File: config.mk
export PLATFORM = sky130hd
export DESIGN_NAME = gf2_mul_serial_flat
export DESIGN_NICKNAME = d
export VERILOG_FILES = /design/src/rtl/gf2_mul_serial_if.sv /design/src/rtl/gf2_mul_serial.sv /design/src/flat_wrapper.sv
export SDC_FILE = /design/constraint.sdc
export NUM_CORES = 1
export LEC_CHECK = 0
export CORE_MARGIN = 10
export CORE_UTILIZATION = 35
export CTS_CLUSTER_DIAMETER = 60
export DETAILED_ROUTE_END_ITERATION = 16
export SYNTH_ARGS = -nofsm -noshare
export SYNTH_HDL_FRONTEND = slang
export SYNTH_SLANG_ARGS = --single-unit
File: constraint.sdc
create_clock -name clk -period 1.75 [get_ports clk]
set_input_delay 0.35 -clock clk [delete_from_list [all_inputs] [get_ports clk]]
set_output_delay 0.35 -clock clk [all_outputs]
set_load 0.02 [all_outputs]
File: src/rtl/gf2_mul_serial_if.sv
// Handshake and data bundle for the bit-serial GF(2^N) multiplier.
// master drives the request side; slave is the multiplier itself.
interface gf2_mul_serial_if #(
    parameter int N = 32
);
    logic         start;
    logic [N-1:0] a_in;
    logic [N-1:0] b_in;
    logic [N-1:0] poly_in;
    logic         ready;
    logic         busy;
    logic         out_valid;
    logic [N-1:0] result;

    modport master (
        output start, a_in, b_in, poly_in,
        input  ready, busy, out_valid, result
    );

    modport slave (
        input  start, a_in, b_in, poly_in,
        output ready, busy, out_valid, result
    );
endinterface

File: src/rtl/gf2_mul_serial.sv
// Bit-serial LSB-first GF(2^N) multiplier, result = a*b mod (x^N + poly).
// Optional early termination on exhausted multiplier: GF2_MUL_FASTEXIT_EN.
module gf2_mul_serial #(
    parameter int N = 32
) (
    input  logic             clk,
    input  logic             reset,
    gf2_mul_serial_if.slave  bus
);
    localparam int CW = $clog2(N) + 1;

    typedef enum logic [1:0] {
        S_IDLE,
        S_RUN,
        S_DONE
    } state_t;

    state_t        state, state_n;
    logic [N-1:0]  a_reg, a_n;
    logic [N-1:0]  b_reg, b_n;
    logic [N-1:0]  p_reg, p_n;
    logic [N-1:0]  acc, acc_n;
    logic [N-1:0]  res, res_n;
    logic [CW-1:0] cnt, cnt_n;

    logic [N-1:0]  acc_x;
    logic [N-1:0]  a_x;
    logic [N-1:0]  b_x;
    logic          last;

    // One step of the shift-and-add: accumulate, then a := a*x mod p.
    always_comb begin
        acc_x = b_reg[0] ? (acc ^ a_reg) : acc;
        a_x   = {a_reg[N-2:0], 1'b0} ^ (a_reg[N-1] ? p_reg : '0);
        b_x   = b_reg >> 1;
`ifdef GF2_MUL_FASTEXIT_EN
        last  = (cnt == CW'(N - 1)) || (b_x == '0);
`else
        last  = (cnt == CW'(N - 1));
`endif
    end

    always_comb begin
        state_n = state;
        a_n     = a_reg;
        b_n     = b_reg;
        p_n     = p_reg;
        acc_n   = acc;
        res_n   = res;
        cnt_n   = cnt;
        unique case (state)
            S_IDLE: begin
                if (bus.start) begin
                    a_n     = bus.a_in;
                    b_n     = bus.b_in;
                    p_n     = bus.poly_in;
                    acc_n   = '0;
                    cnt_n   = '0;
                    state_n = S_RUN;
`ifdef GF2_MUL_FASTEXIT_EN
                    if (bus.b_in == '0) begin
                        res_n   = '0;
                        state_n = S_DONE;
                    end
`endif
                end
            end
            S_RUN: begin
                acc_n = acc_x;
                a_n   = a_x;
                b_n   = b_x;
                cnt_n = cnt + CW'(1);
                if (last) begin
                    res_n   = acc_x;
                    state_n = S_DONE;
                end
            end
            S_DONE: begin
                state_n = S_IDLE;
            end
            default: begin
                state_n = S_IDLE;
            end
        endcase
    end

    always_ff @(posedge clk) begin
        if (reset) begin
            state <= S_IDLE;
            a_reg <= '0;
            b_reg <= '0;
            p_reg <= '0;
            acc   <= '0;
            res   <= '0;
            cnt   <= '0;
        end else begin
            state <= state_n;
            a_reg <= a_n;
            b_reg <= b_n;
            p_reg <= p_n;
            acc   <= acc_n;
            res   <= res_n;
            cnt   <= cnt_n;
        end
    end

    assign bus.ready     = (state == S_IDLE);
    assign bus.busy      = (state == S_RUN);
    assign bus.out_valid = (state == S_DONE);
    assign bus.result    = res;

endmodule

File: src/flat_wrapper.sv
// flat-port wrapper written by rule: the top's interface ports become plain ports
module gf2_mul_serial_flat 
#(
    parameter int N = 32
)
  (clk, reset, bus_start, bus_a_in, bus_b_in, bus_poly_in, bus_ready, bus_busy, bus_out_valid, bus_result);
  gf2_mul_serial_if #(.N(N)) bus_i ();
  input  logic clk;
  input  logic reset;
  input wire logic [$bits(bus_i.start)-1:0] bus_start;
  input wire logic [$bits(bus_i.a_in)-1:0] bus_a_in;
  input wire logic [$bits(bus_i.b_in)-1:0] bus_b_in;
  input wire logic [$bits(bus_i.poly_in)-1:0] bus_poly_in;
  output wire logic [$bits(bus_i.ready)-1:0] bus_ready;
  output wire logic [$bits(bus_i.busy)-1:0] bus_busy;
  output wire logic [$bits(bus_i.out_valid)-1:0] bus_out_valid;
  output wire logic [$bits(bus_i.result)-1:0] bus_result;
  assign bus_i.start = bus_start;
  assign bus_i.a_in = bus_a_in;
  assign bus_i.b_in = bus_b_in;
  assign bus_i.poly_in = bus_poly_in;
  assign bus_ready = bus_i.ready;
  assign bus_busy = bus_i.busy;
  assign bus_out_valid = bus_i.out_valid;
  assign bus_result = bus_i.result;
  gf2_mul_serial #(.N(N)) u_core (.clk(clk), .reset(reset), .bus(bus_i));
endmodule
==> results of run 1 <==
-- per-stage QoR --
step | power, mW | hold WS (ps) | setup WS [ps]
6_report | 9.16 | 308 | 42.6
3_5_place_dp | 5.19 | 448 | -93.9
4_1_cts | 9.27 | 296 | 1.73
5_1_grt | 9.51 | 311 | -5.90
3_3_place_gp | 5.17 | 442 | -64.2
2_1_floorplan | 4.69 | 437 | 297
-- worst paths after layout --
kind	from	end	cells past startpoint
max	u_core.bus.result[6]	bus_result[6]	1
min	reset	u_core.p_reg[18]	2
max reg2reg	u_core.cnt[1]	u_core.bus.result[8]	5
min reg2reg	u_core.b_reg[17]	u_core.b_reg[17]	2
-- layout make-up --
class                      count  area, um^2
fill                        2126       11200
multi-input combinational    675        3860
timing repair buffer         173        1810
inverter                       2        8.76
clock buffer                  19         443
tap                          275         344
sequential                   168        3370
clock inverter                13         195
-- synthesized netlist by cell type (all sizes together) (2+ instances only) --
cell	n	share of area, %
dfxtp	168	44
nand2	164	8.1
a21oi	133	8.7
and3b	64	7.4
o21ai	64	4.2
a21boi	63	6.2
clkbuf	47	2.4
buf	42	3.3
nand3	37	2.4
nor3	33	2.2
a31oi	32	2.6
nor4	32	2.6
a22oi	31	3.1
inv	2	0.099
nor2	2	0.099
nor2b	2	0.16
o21a	2	0.20
or3	2	0.16
-- logic make-up after synthesis --
logic type | Yosys count
AND/OR/NAND/NOR | 343
adder cells (fa/ha/maj) | 1
flip-flops | 168
AO/OA/AOI/OAI | 330
buffers and inverters | 91
multiplexers | 1
-- power breakdown --
part           switching [mW]  internal, mW  total (mW)
clock network            1.62          2.45        4.07
registers               0.131          3.98        4.11
logic                   0.500         0.487       0.986
-- metal layers --
metal	wire length [um]	global-route usage (%)	up-vias
li1	-	-	3588
met1	10300	19.1	3364
met2	10500	25.5	138
met3	895	3.30	10
met4	191	4.50	0
met5	0	0	-
-- what timing repair did --
item | 4_1_cts | 5_1_grt
endpoints found under the setup margin | 23 | 19
gates cloned | 0 | 0
setup buffers | 0 | 0
resized for setup | 25 | 18
hold buffers | 0 | 0
==> impl_metrics.csv, run 1 <==
group,metric,value,unit
outcome,outcome,"complete, no violations",
die,coreArea,21200,um^2
drt,ant_nets,0,
synthesis,postSynthRegisterBits,168,
synthesis,seq_area_frac_synth,44.2,%
clocking,clockRootBuffer,"sky130_fd_sc_hd__clkbuf_16",
synthesis,post_synth_inst_count,934,
worst_setup_path,cp-end-kind,"output port",
worst_setup_path,slowest_delay,610,ps
die,die-height,167,um
synthesis,multiplexer_area_fraction_after_synthesis,0.132,%
cells_and_area,layout.cells.non_filler,1325,
cells_and_area,finalCoreUtilization,47.3,%
cells_and_area,final_area,10000,um^2
cells_and_area,mostFrequentLayoutCell,"sky130_fd_sc_hd__dfxtp_1",
cells_and_area,layout.cells.most_common_list,"sky130_fd_sc_hd__dfxtp_1, sky130_fd_sc_hd__nand2_1, sky130_fd_sc_hd__a21oi_1",
synthesis,synth_compound_gate_area_share,25.6,%
timing,setup_skew_after_layout,13.0,ps
clocking,tritoncts,"yes",
synthesis,synth.net_count,1034,
synthesis,synth_ff_type,"sky130_fd_sc_hd__dfxtp_1",
cells_and_area,antenna_diode_count,0,
worst_setup_path,timing.critical_path.from_type,"register",
timing,grt_setup_unrepaired,"true",
die,floorplan.io_pins,134,
clocking,clock_tree.htree_level_count,4,
placement,port_buffers,133,
worst_setup_path,wp_buf_inv,1,
worst_setup_path,timing.critical_path.fanout_max,2,
timing,worst_slew_margin_rel,66.9,%
timing,timing.final.max_slew_violations,0,
timing,worst_slew_pin_slew,497,ps
clocking,tritoncts.num_buffers,17,
drt,mean_routed_wirelength_per_cell,16.5,um
clocking,tritoncts_num_sinks,168,
clocking,clock_latency,430,ps
drt,num_vias,7100,
global_routing,global_route_wire_length_before_repair,35900,um
drt,drc,0,
placement,place.detailed.hpwl,14500,um
clocking,cts_max_path_buffers,2,
cells_and_area,finalNetCount,1137,
worst_setup_path,setup.worst_path.class,"reg2out",
min_path,min_path_type,"in2reg",
synthesis,synth-xor-area-share,0,%
drt,drt_pass1_iterations,5,
synthesis,synth_cell_type_count,38,
synthesis,yosys.area_share.simple,24.2,%
die,floorplan.die_area,28000,um^2
cells_and_area,final_layout_size_suffix_gt1_share,8.76,%
die,die_width,167,um
global_routing,antenna_violations_before_repair,0,
worst_setup_path,timing.critical_path.max_delay_family,"buffers and inverters",
synthesis,dominant_combinational_cell_family_by_area_after_synthesis,"compound AO/OA/AOI/OAI gates",
cells_and_area,area_growth_syn_to_layout,31.7,%
synthesis,syn_area,7610,um^2
global_routing,grt_overflow,0,
run,maxCapViolations,0,
worst_setup_path,reg2reg_setup_slack,130,ps
global_routing,first_global_vias,7041,
worst_setup_path,cp_cell_sequence,"clkdlybuf4s50_1",
timing,finalSetupViolations,0,
die,initial_utilization,35.9,%
placement,post_dp_cell_area,9370,um^2
timing,timing.final.crit_period,1710,ps
drt,route.final.wire_length,21900,um
clocking,cts.reportedPaths.clkPinSlew,70,ps
synthesis,synth.avg_cell_area,8.15,um^2
synthesis,post_synth_fa_ha_maj_area_fraction,0.164,%
timing,layout_worst_path_cycle_share,97.6,%
placement,placedCellCount,1293,
synthesis,synth_edf_count,0,
timing,max_freq,0.586,GHz
worst_setup_path,critical-path-slowest-cell,"sky130_fd_sc_hd__clkdlybuf4s50_1",
synthesis,synth_async_reset_ratio,0,%
global_routing,gr-usage-all-layers,15.2,%
power_and_ir_drop,vdd_ir_drop_max,0.578,mV
drt,post_drt_via_cell_ratio,5.36,
global_routing,grt_max_degree,98,
drt,drtIter0Drc,423,
worst_setup_path,crit_arrival,1360,ps
die,floorplan.rows,53,
timing,fin_setup_tns,0,ps
synthesis,synthesis.yosys.warnings,0,
worst_setup_path,worstPathRequired,1400,ps
power_and_ir_drop,power_density,914,nW/um^2
placement,place.gp.congestion,0.727,
timing,report.final.hold_viol_count,0,
power_and_ir_drop,cellLeakagePower,3.84,nW
(Power assumes the default switching activity.)
==> run 2, diff against run 1 <==
--- a/config.mk
+++ b/config.mk
@@ -5,7 +5,6 @@
 export SDC_FILE = /design/constraint.sdc
 export NUM_CORES = 1
 export LEC_CHECK = 0
-export CORE_MARGIN = 10
 export CORE_UTILIZATION = 35
 export CTS_CLUSTER_DIAMETER = 60
 export DETAILED_ROUTE_END_ITERATION = 16
==> run 2 against run 1 <==
Effect of this change: hold slack better by 55 ps; first-iteration DRC count is 13% lower; sequential power hardly changed; fmax is 1.2% higher; final area is 2.1% lower; critical endpoint is now bus_ready.
==> impl_metrics.csv, run 2 (synthesis results as in run 1) <==
group,metric,value,unit
cells_and_area,finalNetCount,1131,
clocking,clockRootBuffer,"sky130_fd_sc_hd__clkbuf_16",
drt,drtIter0Drc,366,
cells_and_area,multi_input_comb_area,3830,um^2
timing,worst_slew_margin_rel,66.9,%
timing,final_worst_slack,62.1,ps
die,coreArea,21200,um^2
drt,ant_nets,0,
worst_setup_path,timing.critical_path.from_type,"register",
clocking,cts.reportedPaths.clkPinSlew,70,ps
drt,mean_routed_wirelength_per_cell,15.5,um
timing,report.final.hold_viol_count,0,
timing,max_freq,0.592,GHz
placement,place.detailed.hpwl,13000,um
worst_setup_path,cp-end-kind,"output port",
die,floorplan.die_area,22300,um^2
worst_setup_path,timing.critical_path.fanout_max,5,
global_routing,first_global_vias,6523,
cells_and_area,mostFrequentLayoutCell,"sky130_fd_sc_hd__dfxtp_1",
worst_setup_path,crit_arrival,1340,ps
timing,worst_slew_pin_slew,496,ps
power_and_ir_drop,combinationalPowerShare,11.0,%
clocking,tritoncts,"yes",
power_and_ir_drop,net-switching-power,2.30,mW
global_routing,gr-usage-all-layers,18.8,%
cells_and_area,sequential_cell_area,3370,um^2
die,initial_utilization,36.0,%
timing,setup_skew_after_layout,8.93,ps
die,floorplan.rows,53,
cells_and_area,area_growth_syn_to_layout,28.9,%
cells_and_area,layout.cells.non_filler,1319,
cells_and_area,final_layout_size_suffix_gt1_share,7.66,%
drt,drc,0,
cells_and_area,fillerInstances,2101,
clocking,clock_latency,430,ps
cells_and_area,layout.cells.most_common_list,"sky130_fd_sc_hd__dfxtp_1, sky130_fd_sc_hd__nand2_1, sky130_fd_sc_hd__a21oi_1",
drt,drt_pass1_iterations,4,
clocking,ctsHoldBuffers,0,
power_and_ir_drop,intPower,6.42,mW
placement,placedCellCount,1287,
worst_setup_path,setup.worst_path.class,"reg2out",
die,floorplan.io_pins,134,
drt,route.final.wire_length,20400,um
global_routing,global_route_wire_length_before_repair,33300,um
clocking,clock_tree.htree_level_count,4,
timing,timing.final.max_slew_violations,0,
global_routing,grt_overflow,0,
power_and_ir_drop,vdd_ir_drop_max,0.584,mV
outcome,outcome,"complete, no violations",
worst_setup_path,worstPathRequired,1400,ps
clocking,cts_max_path_buffers,2,
power_and_ir_drop,power.sequential.fraction,46.9,%
timing,finalSetupViolations,0,
drt,num_vias,7038,
placement,place.gp.congestion,0.687,
clocking,tritoncts.num_buffers,17,
global_routing,grt_max_degree,98,
die,die-height,149,um
placement,pre_cts_slack,-155,ps
worst_setup_path,critical-path-slowest-cell,"sky130_fd_sc_hd__dfxtp_1",
timing,timing.final.crit_period,1690,ps
drt,post_drt_via_cell_ratio,5.34,
timing,layout_worst_path_cycle_share,96.5,%
power_and_ir_drop,power_density,889,nW/um^2
clocking,tritoncts_num_sinks,168,
cells_and_area,finalCoreUtilization,46.4,%
min_path,min_path_type,"in2reg",
placement,port_buffers,133,
worst_setup_path,cp_cell_sequence,"buf_4 > nor2_1 > clkdlybuf4s15_1",
worst_setup_path,slowest_delay,320,ps
timing,grt_setup_unrepaired,"false",
timing,holdWs,363,ps
power_and_ir_drop,power.share.switching,26.4,%
die,die_width,149,um
run,maxCapViolations,0,
clocking,post-cts-setup-buffers,0,
cells_and_area,antenna_diode_count,0,
power_and_ir_drop,power.clock.fraction,42.1,%
global_routing,antenna_violations_before_repair,0,
power_and_ir_drop,cellLeakagePower,3.72,nW
run 2: layer usage:
layer | GRT usage [%] | vias to the layer above | routed length, um | part of all wire (%)
met5 | 0 | - | 0 | 0
met4 | 4.85 | 0 | 175 | 0.86
met3 | 4.15 | 13 | 994 | 4.9
met1 | 24.6 | 3313 | 9620 | 47
met2 | 31.2 | 136 | 9600 | 47
li1 | - | 3576 | - | -
run 2: worst max-delay path, delay by kind of cell (launching register included):
kind / cells / cell delay, ps
buffers and inverters: 2 / 470
flip-flops: 1 / 320
AND/OR/NAND/NOR: 1 / 110
run 2: path summary, 6_finish.rpt:
check                        start                     to  slack, ps  depth (start not counted)
setup / recovery   u_core.state[1]              bus_ready         60                          3
hold / removal               reset       u_core.p_reg[21]        360                          2
hold reg to reg   u_core.b_reg[10]       u_core.b_reg[10]        450                          2
setup reg to reg     u_core.cnt[0]  u_core.bus.result[19]        150                          5
run 2: area by class of cell:
class,instances,share of cell area (%)
Inverter,2,0.0765
Tap cell,275,3.51
Timing Repair Buffer,167,17.3
Multi-Input combinational cell,675,39.1
Clock buffer,17,4.34
Sequential cell,168,34.3
Clock inverter,15,1.43
run 2: metrics by stage:
| stage | power [mW] | area, um^2 | TNS (ps) |
|---|---|---|---|
| floorplan | 4.69 | 7610 | 0 |
| global placement | 5.14 | 9270 | -13370 |
| detailed placement | 5.15 | 9270 | -14930 |
| CTS | 8.84 | 9790 | 0 |
| global route | 9.12 | 9810 | 0 |
| finish | 8.72 | 9810 | 0 |
run 2: repair_timing:
action                     4_1_cts  5_1_grt
gates resized for setup         35        7
gates cloned                     0        0
setup endpoints to repair       30        7
run 2: power by group through the flow:
stage	registers (mW)	logic (mW)	clock network, mW
after global placement	4.17	0.965	0
after global routing	4.11	1.06	3.95
after floorplan	4.14	0.549	0
after CTS	4.09	0.972	3.78
after detailed placement	4.18	0.973	0
final	4.09	0.958	3.67
